[config.mk]
export PLATFORM = sky130hd
export DESIGN_NAME = pipe_ctrl
export DESIGN_NICKNAME = d
export VERILOG_FILES = /design/src/rtl/pipe_ctrl.sv
export SDC_FILE = /design/constraint.sdc
export NUM_CORES = 1
export LEC_CHECK = 0
export ABC_AREA = 1
export BUFFER_PORTS_ARGS = -buffer_cell sky130_fd_sc_hd__buf_4
export CAP_MARGIN = 15
export CORE_MARGIN = 4
export CORE_UTILIZATION = 36
export DETAILED_ROUTE_END_ITERATION = 12
export PLACE_DENSITY = 0.65
export SLEW_MARGIN = 20
export SYNTH_ARGS = -nofsm -noshare
export SYNTH_HDL_FRONTEND = slang
export SYNTH_SLANG_ARGS = --single-unit
[constraint.sdc]
create_clock -name clk -period 3.9 [get_ports clk]
set_input_delay 0 -clock clk [delete_from_list [all_inputs] [get_ports clk]]
set_output_delay 0 -clock clk [all_outputs]
set_load 0.005 [all_outputs]
[src/rtl/pipe_ctrl.sv]
// rtl/pipe_ctrl.sv - pipeline hold/flush/redirect control for the 3-stage core
// Arbitrates jump, ex-busy, debug halt and load-use hazards; counts stall cycles.
module pipe_ctrl #(
    parameter int unsigned DRAIN_CYCLES = 2
) (
    input  logic        clk,
    input  logic        rst,
    input  logic        jump_en_i,
    input  logic [31:0] jump_addr_i,
    input  logic        ex_busy_i,
    input  logic [4:0]  id_rs1_addr_i,
    input  logic [4:0]  id_rs2_addr_i,
    input  logic [4:0]  id_ex_rd_addr_i,
    input  logic        id_ex_load_i,
    input  logic        halt_req_i,
    output logic        pc_hold_o,
    output logic        pc_jump_en_o,
    output logic [31:0] pc_jump_addr_o,
    output logic        if_id_hold_o,
    output logic        if_id_flush_o,
    output logic        id_ex_hold_o,
    output logic        id_ex_flush_o,
    output logic        halt_ack_o,
    output logic [31:0] stall_cnt_o
);

    typedef enum logic [1:0] {
        ST_RUN,
        ST_DRAIN,
        ST_HALTED
    } state_t;

    localparam logic [3:0] DRAIN_LOAD = 4'(DRAIN_CYCLES);

    state_t      state;
    logic [3:0]  drain_cnt;
    logic [31:0] stall_cnt_q;
    logic        load_use;
    logic        halt_term;

    assign stall_cnt_o = stall_cnt_q;

    // A fresh halt request is honoured combinationally so pc/if_id freeze
    // in the very first request cycle, before the FSM has left RUN.
    always_comb begin
        load_use       = id_ex_load_i && (id_ex_rd_addr_i != 5'd0) &&
                         ((id_ex_rd_addr_i == id_rs1_addr_i) ||
                          (id_ex_rd_addr_i == id_rs2_addr_i));
        halt_term      = (state != ST_RUN) || halt_req_i;
        pc_jump_addr_o = jump_addr_i;
        pc_hold_o      = 1'b0;
        pc_jump_en_o   = 1'b0;
        if_id_hold_o   = 1'b0;
        if_id_flush_o  = 1'b0;
        id_ex_hold_o   = 1'b0;
        id_ex_flush_o  = 1'b0;
        if (jump_en_i) begin
            pc_jump_en_o  = 1'b1;
            if_id_flush_o = 1'b1;
            id_ex_flush_o = 1'b1;
        end else if (ex_busy_i) begin
            pc_hold_o    = 1'b1;
            if_id_hold_o = 1'b1;
            id_ex_hold_o = 1'b1;
        end else if (halt_term || load_use) begin
            pc_hold_o     = 1'b1;
            if_id_hold_o  = 1'b1;
            id_ex_flush_o = 1'b1;
        end
    end

    always_ff @(posedge clk) begin
        if (rst) begin
            state       <= ST_RUN;
            drain_cnt   <= 4'd0;
            halt_ack_o  <= 1'b0;
            stall_cnt_q <= 32'd0;
        end else begin
            stall_cnt_q <= stall_cnt_q + {31'd0, pc_hold_o};
            case (state)
                ST_RUN: begin
                    if (halt_req_i) begin
                        state     <= ST_DRAIN;
                        drain_cnt <= DRAIN_LOAD;
                    end
                end
                ST_DRAIN: begin
                    // Busy cycles freeze the drain count; a jump does not.
                    if (!halt_req_i) begin
                        state     <= ST_RUN;
                        drain_cnt <= 4'd0;
                    end else if (!ex_busy_i) begin
                        if (drain_cnt == 4'd1) begin
                            state      <= ST_HALTED;
                            halt_ack_o <= 1'b1;
                            drain_cnt  <= 4'd0;
                        end else begin
                            drain_cnt <= drain_cnt - 4'd1;
                        end
                    end
                end
                ST_HALTED: begin
                    if (!halt_req_i) begin
                        state      <= ST_RUN;
                        halt_ack_o <= 1'b0;
                    end
                end
                default: begin
                    state      <= ST_RUN;
                    halt_ack_o <= 1'b0;
                    drain_cnt  <= 4'd0;
                end
            endcase
        end
    end

endmodule

==> run_results.csv, run 1 <==
group,metric,value,unit
yosys,yosys.area_share.simple,36.5,%
floorplanning,die_h,92.1,µm
sta,fin_crit,2.17,ns
floorplanning,dieArea,8480,µm²
min_path,worstHoldPathCells,0,
final_layout,drive_gt1_share,22.2,%
route,vias,2314,
sta,fin_setup_tns,0,ns
yosys,synth_area,2540,µm²
critical_path,worstPathCellList,"inv_1 -> nand3_1 -> inv_1 -> nand2_1 -> nand2_1 -> nand2_1 -> ha_1 -> ha_1 -> nand2_1 -> nor2_2 -> nand2_2 -> nor2_4 -> nand2_2 -> nor2_4 -> nand2_1 -> nand2_1 -> nor2_1",
critical_path,crit_top_cell,"nand2_1",
critical_path,critPathMaxStageDelay,0.41,ns
route,viasPerCell,4.53,
yosys,yosysTopAreaCell,"dfxtp_1",
sta,hold_violations,0,
global_route,grt_pass1_vias,2130,
clocking,cts-root-buf,"clkbuf_8",
critical_path,slowest_stage,"dfxtp_1",
clocking,clk_path_buf_depth,2,
floorplanning,die_w,92.1,µm
yosys,synthesis.nets,444,
floorplanning,io_pins,124,
yosys,ys_seq_elements,39,
yosys,synth_xor_area_share,3.10,%
route,ant_nets,0,
run_status,status,"finished, final reports clean",
sta,finalSetupViolations,0,
power,ir_worst_vdd,0.119,mV
clocking,clk_latency,0.29,ns
clocking,clock_sinks,39,
yosys,synth.area.mux_share,0,%
place,gp_congestion,0.848,
sta,period_share,55.7,%
yosys,ys_seq_area_share,30.7,%
route,drtIter0Drc,110,
final_layout,area_growth,14.5,%
sta,grt_setup_unrepaired,"false",
yosys,synth_ff_type,"dfxtp_1",
global_route,antenna_found_initial,0,
yosys,synth_top_family_by_area,"simple AND/OR/NAND/NOR gates",
clocking,h-tree-depth,2,
sta,max_slew_margin,61.5,%
sta,fmax,461,MHz
yosys,ys_top_cells_by_area,"dfxtp_1 (31%), nand2_1 (14%), buf_4 (10%)",
yosys,ys_warn_count,0,
yosys,synthArstFlopShare,0,%
yosys,ys_types,36,
power,finalPower,0.789,mW
critical_path,crit_buf_inv,2,
sta,maxSlewViolCount,0,
global_route,overflow,0,
clocking,cts.clk_slew.worst_paths,0.08,ns
final_layout,mostFrequentLayoutCells,"nand2_1 (94), buf_4 (59), inv_1 (56), nor2_1 (51), dfxtp_1 (39)",
critical_path,crit_arrival,2.36,ns
power,power_density,271,nW/µm²
place,port_buffers,59,
yosys,yosys.area_share.adder,1.97,%
global_route,grt_util_all_layers,14.1,%
clocking,cts-resized-gates,0,
critical_path,r2r_start,"state[0]$_SDFFE_PP0P_",
clocking,cts_buffers,5,
sta,worst_pin_slew,0.576,ns
global_route,grt_max_degree,21,
clocking,cts_tree,"done",
floorplanning,core_area,6830,µm²
global_route,grt_first_pass_wirelength,9.76,mm
final_layout,nets,471,
critical_path,crit_type,"reg -> reg",
min_path,hp-class,"in -> out",
critical_path,worst_setup_path_start_kind,"flop",
yosys,avgSynthCellArea,6.57,µm²
final_layout,final_common_cell,"nand2_1",
critical_path,r2r_cells,17,
route,drt_wl_total,5.90,mm
critical_path,cp_max_fo,4,
route,dr.pass1.iters,4,
critical_path,required,4.09,ns
yosys,synth_compound_area_share,8.17,%
route,wl_per_cell,11.6,µm
route,remaining_drc_errors,0,
yosys,synthDominantCellAreaShare,30.7,%
critical_path,timing.rr.end,"stall_cnt_o[26]$_SDFF_PP0_",
critical_path,path_delay_family,"simple AND/OR/NAND/NOR gates",
sta,fin_skew,0.00874,ns
min_path,hold-path-endpoint,"pc_jump_addr_o[0]",
clocking,cts_hold_buf,0,
floorplanning,row_count,30,
power,power.leakage,1.35,nW
final_layout,diodes,0,
critical_path,rrSetupSlack,1.73,ns
job,cap_violations,0,
yosys,synth_cells,387,
yosys,synth_edf_count,0,
clocking,cts_setup_buffers,0,
critical_path,critPathCaptureType,"flop",
floorplanning,initial_core_util,37.2,%
min_path,worstHoldStart,"jump_addr_i[0]",
place,dp_hpwl,4.68,mm
## per-stage QoR
stage / utilization (%) / cells / area, µm² / hold WS, ns / setup slack [ns]
floorplan: - / 387 / 2540 / 0.0385 / 1.94
global placement: 41.4 / 503 / 2830 / 0.0000346 / 1.81
detailed placement: 41.4 / 503 / 2830 / 0.0000346 / 1.73
CTS: 42.6 / 511 / 2910 / 0.0000346 / 1.71
global route: 42.6 / 511 / 2910 / 0.00000796 / 1.38
finish: 42.6 / 511 / 2910 / 0.00000224 / 1.73
## synth_stat cells (all sizes together), types with 2 or more instances
| cell | instances |
|---|---|
| nand3 | 18 |
| buf | 37 |
| ha | 4 |
| nor2 | 63 |
| nand4 | 7 |
| o21ai | 11 |
| a21oi | 19 |
| clkbuf | 2 |
| nand2 | 100 |
| inv | 58 |
| xor2 | 5 |
| nand3b | 3 |
| dfxtp | 39 |
| xnor2 | 4 |
| nor3 | 8 |
## how the worst max path moves through the flow
stage | end | slack (ns) | from | depth (start not counted)
2_1_floorplan | stall_cnt_o[26]$_SDFF_PP0_ | 1.94 | state[1]$_SDFFE_PP0P_ | 17
3_3_place_gp | stall_cnt_o[26]$_SDFF_PP0_ | 1.81 | state[1]$_SDFFE_PP0P_ | 17
3_5_place_dp | stall_cnt_o[12]$_SDFF_PP0_ | 1.73 | state[0]$_SDFFE_PP0P_ | 15
4_1_cts | stall_cnt_o[12]$_SDFF_PP0_ | 1.71 | state[0]$_SDFFE_PP0P_ | 15
5_1_grt | stall_cnt_o[12]$_SDFF_PP0_ | 1.38 | state[0]$_SDFFE_PP0P_ | 15
6_report | stall_cnt_o[26]$_SDFF_PP0_ | 1.73 | state[0]$_SDFFE_PP0P_ | 17
## layout make-up
type | count | area [µm²]
timing repair buffer | 59 | 443
clock inverter | 3 | 15.0
inverter | 58 | 218
fill | 739 | 3920
clock buffer | 5 | 68.8
multi-input combinational | 251 | 1270
sequential | 39 | 781
tap | 96 | 120
## routing by layer
metal	vias to the layer above	wire (µm)	share of wire, %	GRT usage, %
met4	0	140	2.4	5.82
met5	-	0	0	0
met3	14	403	6.8	4.43
met1	1029	2740	46	18.1
li1	1224	-	-	-
met2	47	2610	44	22.0
## flip-flops by register name, summed over array words and instances, names as in the netlist
name and count:
drain_cnt 4, state 2, halt_ack_o 1, stall_cnt_o 32
## power by group
part | internal, mW | switching (mW)
sequential | 0.408 | 0.00761
combinational | 0.0494 | 0.0586
clock | 0.122 | 0.143
total | 0.580 | 0.209
## cells by family (layout without fill, tap and decap cells)
group                    after synthesis  after routing
AO/OA/AOI/OAI                         36             36
XOR/XNOR                               9              9
adder cells (fa/ha/maj)                4              4
AND/OR/NAND/NOR                      202            202
flip-flops                            39             39
buffers and inverters                 97            125
## worst reg2reg max path, cell delays in order, from the launching register on
cell	delay [ns]
dfxtp_1	0.41
inv_1	0.11
nand3_1	0.08
inv_1	0.04
nand2_1	0.07
nand2_1	0.05
nand2_1	0.09
ha_1	0.20
ha_1	0.17
nand2_1	0.09
nor2_2	0.16
nand2_2	0.11
nor2_4	0.12
nand2_2	0.10
nor2_4	0.13
nand2_1	0.06
nand2_1	0.06
nor2_1	0.05
(Power assumes the default switching activity.)
==> run 2, diff against run 1 <==
==> constraint.sdc (replaced) <==
create_clock -name clk -period 2.2 [get_ports clk]
set_input_delay 0 -clock clk [delete_from_list [all_inputs] [get_ports clk]]
set_output_delay 0 -clock clk [all_outputs]
set_load 0.005 [all_outputs]
==> run_results.csv, run 2 (same netlist as run 1, synthesis figures left out) <==
group,metric,value,unit
final_layout,mostFrequentLayoutCells,"nand2_1 (92), buf_4 (67), inv_1 (55), nor2_1 (51), dfxtp_1 (37)",
clocking,cts_buffers,5,
critical_path,required,2.44,ns
critical_path,cp_max_fo,5,
route,ant_nets,0,
power,ir_worst_vdd,0.212,mV
final_layout,nets,480,
route,dr.pass1.iters,4,
floorplanning,die_h,92.1,µm
sta,maxSlewViolCount,0,
final_layout,diodes,0,
clocking,clk_latency,0.29,ns
global_route,grt_pass1_vias,2153,
route,wl_per_cell,11.7,µm
final_layout,n_fill_cell,726,
critical_path,crit_path_start,"halt_req_i",
clocking,cts-root-buf,"clkbuf_8",
route,remaining_drc_errors,0,
power,power_density,488,nW/µm²
final_layout,largest_reg_flops,32,
critical_path,crit_type,"in -> reg",
sta,finalSetupViolations,0,
place,pre_cts_ws,0.0208,ns
global_route,antenna_found_initial,0,
sta,fin_skew,0.00438,ns
global_route,grt_util_all_layers,13.9,%
min_path,worstHoldStart,"jump_addr_i[23]",
sta,grt_setup_unrepaired,"false",
critical_path,slowest_stage,"dlygate4sd3_1",
sta,period_share,92.3,%
floorplanning,row_count,30,
global_route,grt_max_degree,19,
final_layout,final_common_cell,"nand2_1",
global_route,overflow,0,
clocking,h-tree-depth,2,
sta,worst_pin_slew,0.417,ns
clocking,cts.clk_slew.worst_paths,0.08,ns
global_route,grt_first_pass_wirelength,9.69,mm
place,port_buffers,59,
critical_path,crit_buf_inv,5,
critical_path,crit_arrival,2.27,ns
sta,fin_setup_tns,0,ns
route,viasPerCell,4.50,
place,gp_congestion,0.864,
floorplanning,io_pins,124,
floorplanning,die_w,92.1,µm
critical_path,path_delay_family,"simple AND/OR/NAND/NOR gates",
sta,whs,0.00000197,ns
floorplanning,initial_core_util,37.2,%
critical_path,critPathMaxStageDelay,0.53,ns
route,drtIter0Drc,100,
floorplanning,dieArea,8480,µm²
final_layout,multi_input_area,1320,µm²
clocking,cts_tree,"done",
critical_path,worstPathCellList,"dlygate4sd3_1 -> buf_4 -> inv_1 -> nand3_1 -> inv_1 -> nand2_1 -> nand2_1 -> nand2_2 -> ha_4 -> ha_4 -> nand2_2 -> nor2_4 -> nand2_4 -> nor2_4 -> nand2_4 -> nor2_4 -> buf_4 -> nor2_1 -> nor2_1",
route,drt_wl_total,6.06,mm
sta,fmax,492,MHz
clocking,clock_sinks,39,
final_layout,drive_gt1_share,25.0,%
clocking,clk_path_buf_depth,2,
run_status,status,"finished, final reports clean",
sta,setup_slack,0.169,ns
job,cap_violations,0,
critical_path,worst_setup_path_start_kind,"input pin",
critical_path,r2r_start,"state[1]$_SDFFE_PP0P_",
min_path,worstHoldPathCells,0,
sta,hold_violations,0,
min_path,hp-class,"in -> out",
power,power.leakage,1.43,nW
critical_path,path_depth,19,
sta,fin_crit,2.03,ns
floorplanning,core_area,6830,µm²
critical_path,critPathCaptureType,"flop",
place,dp_hpwl,4.67,mm
final_layout,area_growth,19.9,%
sta,max_slew_margin,72.0,%
final_layout,final_util,44.7,%
critical_path,r2r_cells,17,
critical_path,crit_top_cell,"nor2_4",
final_layout,seqCellArea,783,µm²
route,vias,2341,
[run 2: through the flow]
stage	power, mW	instance area, µm²	std cells
floorplan	0.916	2540	387
detailed placement	0.946	2840	505
CTS	1.48	2950	514
global placement	0.944	2840	505
global route	1.57	3050	520
finish	1.49	3050	520
[run 2: path summary, 6_finish.rpt]
path	endpoint	slack (ns)
worst max register to register	stall_cnt_o[22]$_SDFF_PP0_	0.17
worst max-delay path	stall_cnt_o[22]$_SDFF_PP0_	0.17
worst min register to register	stall_cnt_o[31]$_SDFF_PP0_	0.47
worst min-delay path	pc_jump_addr_o[23]	0.000002
[run 2: where the power goes]
group / total, mW / switching, mW / internal, mW
logic: 0.209 / 0.108 / 0.100
registers: 0.740 / 0.0165 / 0.723
clock network: 0.541 / 0.254 / 0.286
[run 2: layout make-up]
type                    count  share of cell area (%)
flip-flops and latches     39                    25.7
multi-input cells         251                    43.1
repair buffers             68                    16.8
well taps                  96                    3.94
inverters                  58                    7.14
clock buffers               8                    3.28
[run 2: what timing repair did]
item,in CTS,in global routing
pin swaps,0,4
hold buffers,1,0
setup endpoints to repair,1,16
hold endpoints to repair,1,0
resized for setup,1,13
buffers inserted,0,6
[run 2: routing by layer]
metal	vias up	track usage, %	wire length [µm]
met1	1035	17.8	2800
li1	1246	-	-
met5	-	0	0
met3	11	3.28	292
met4	0	5.32	82
met2	49	22.6	2890
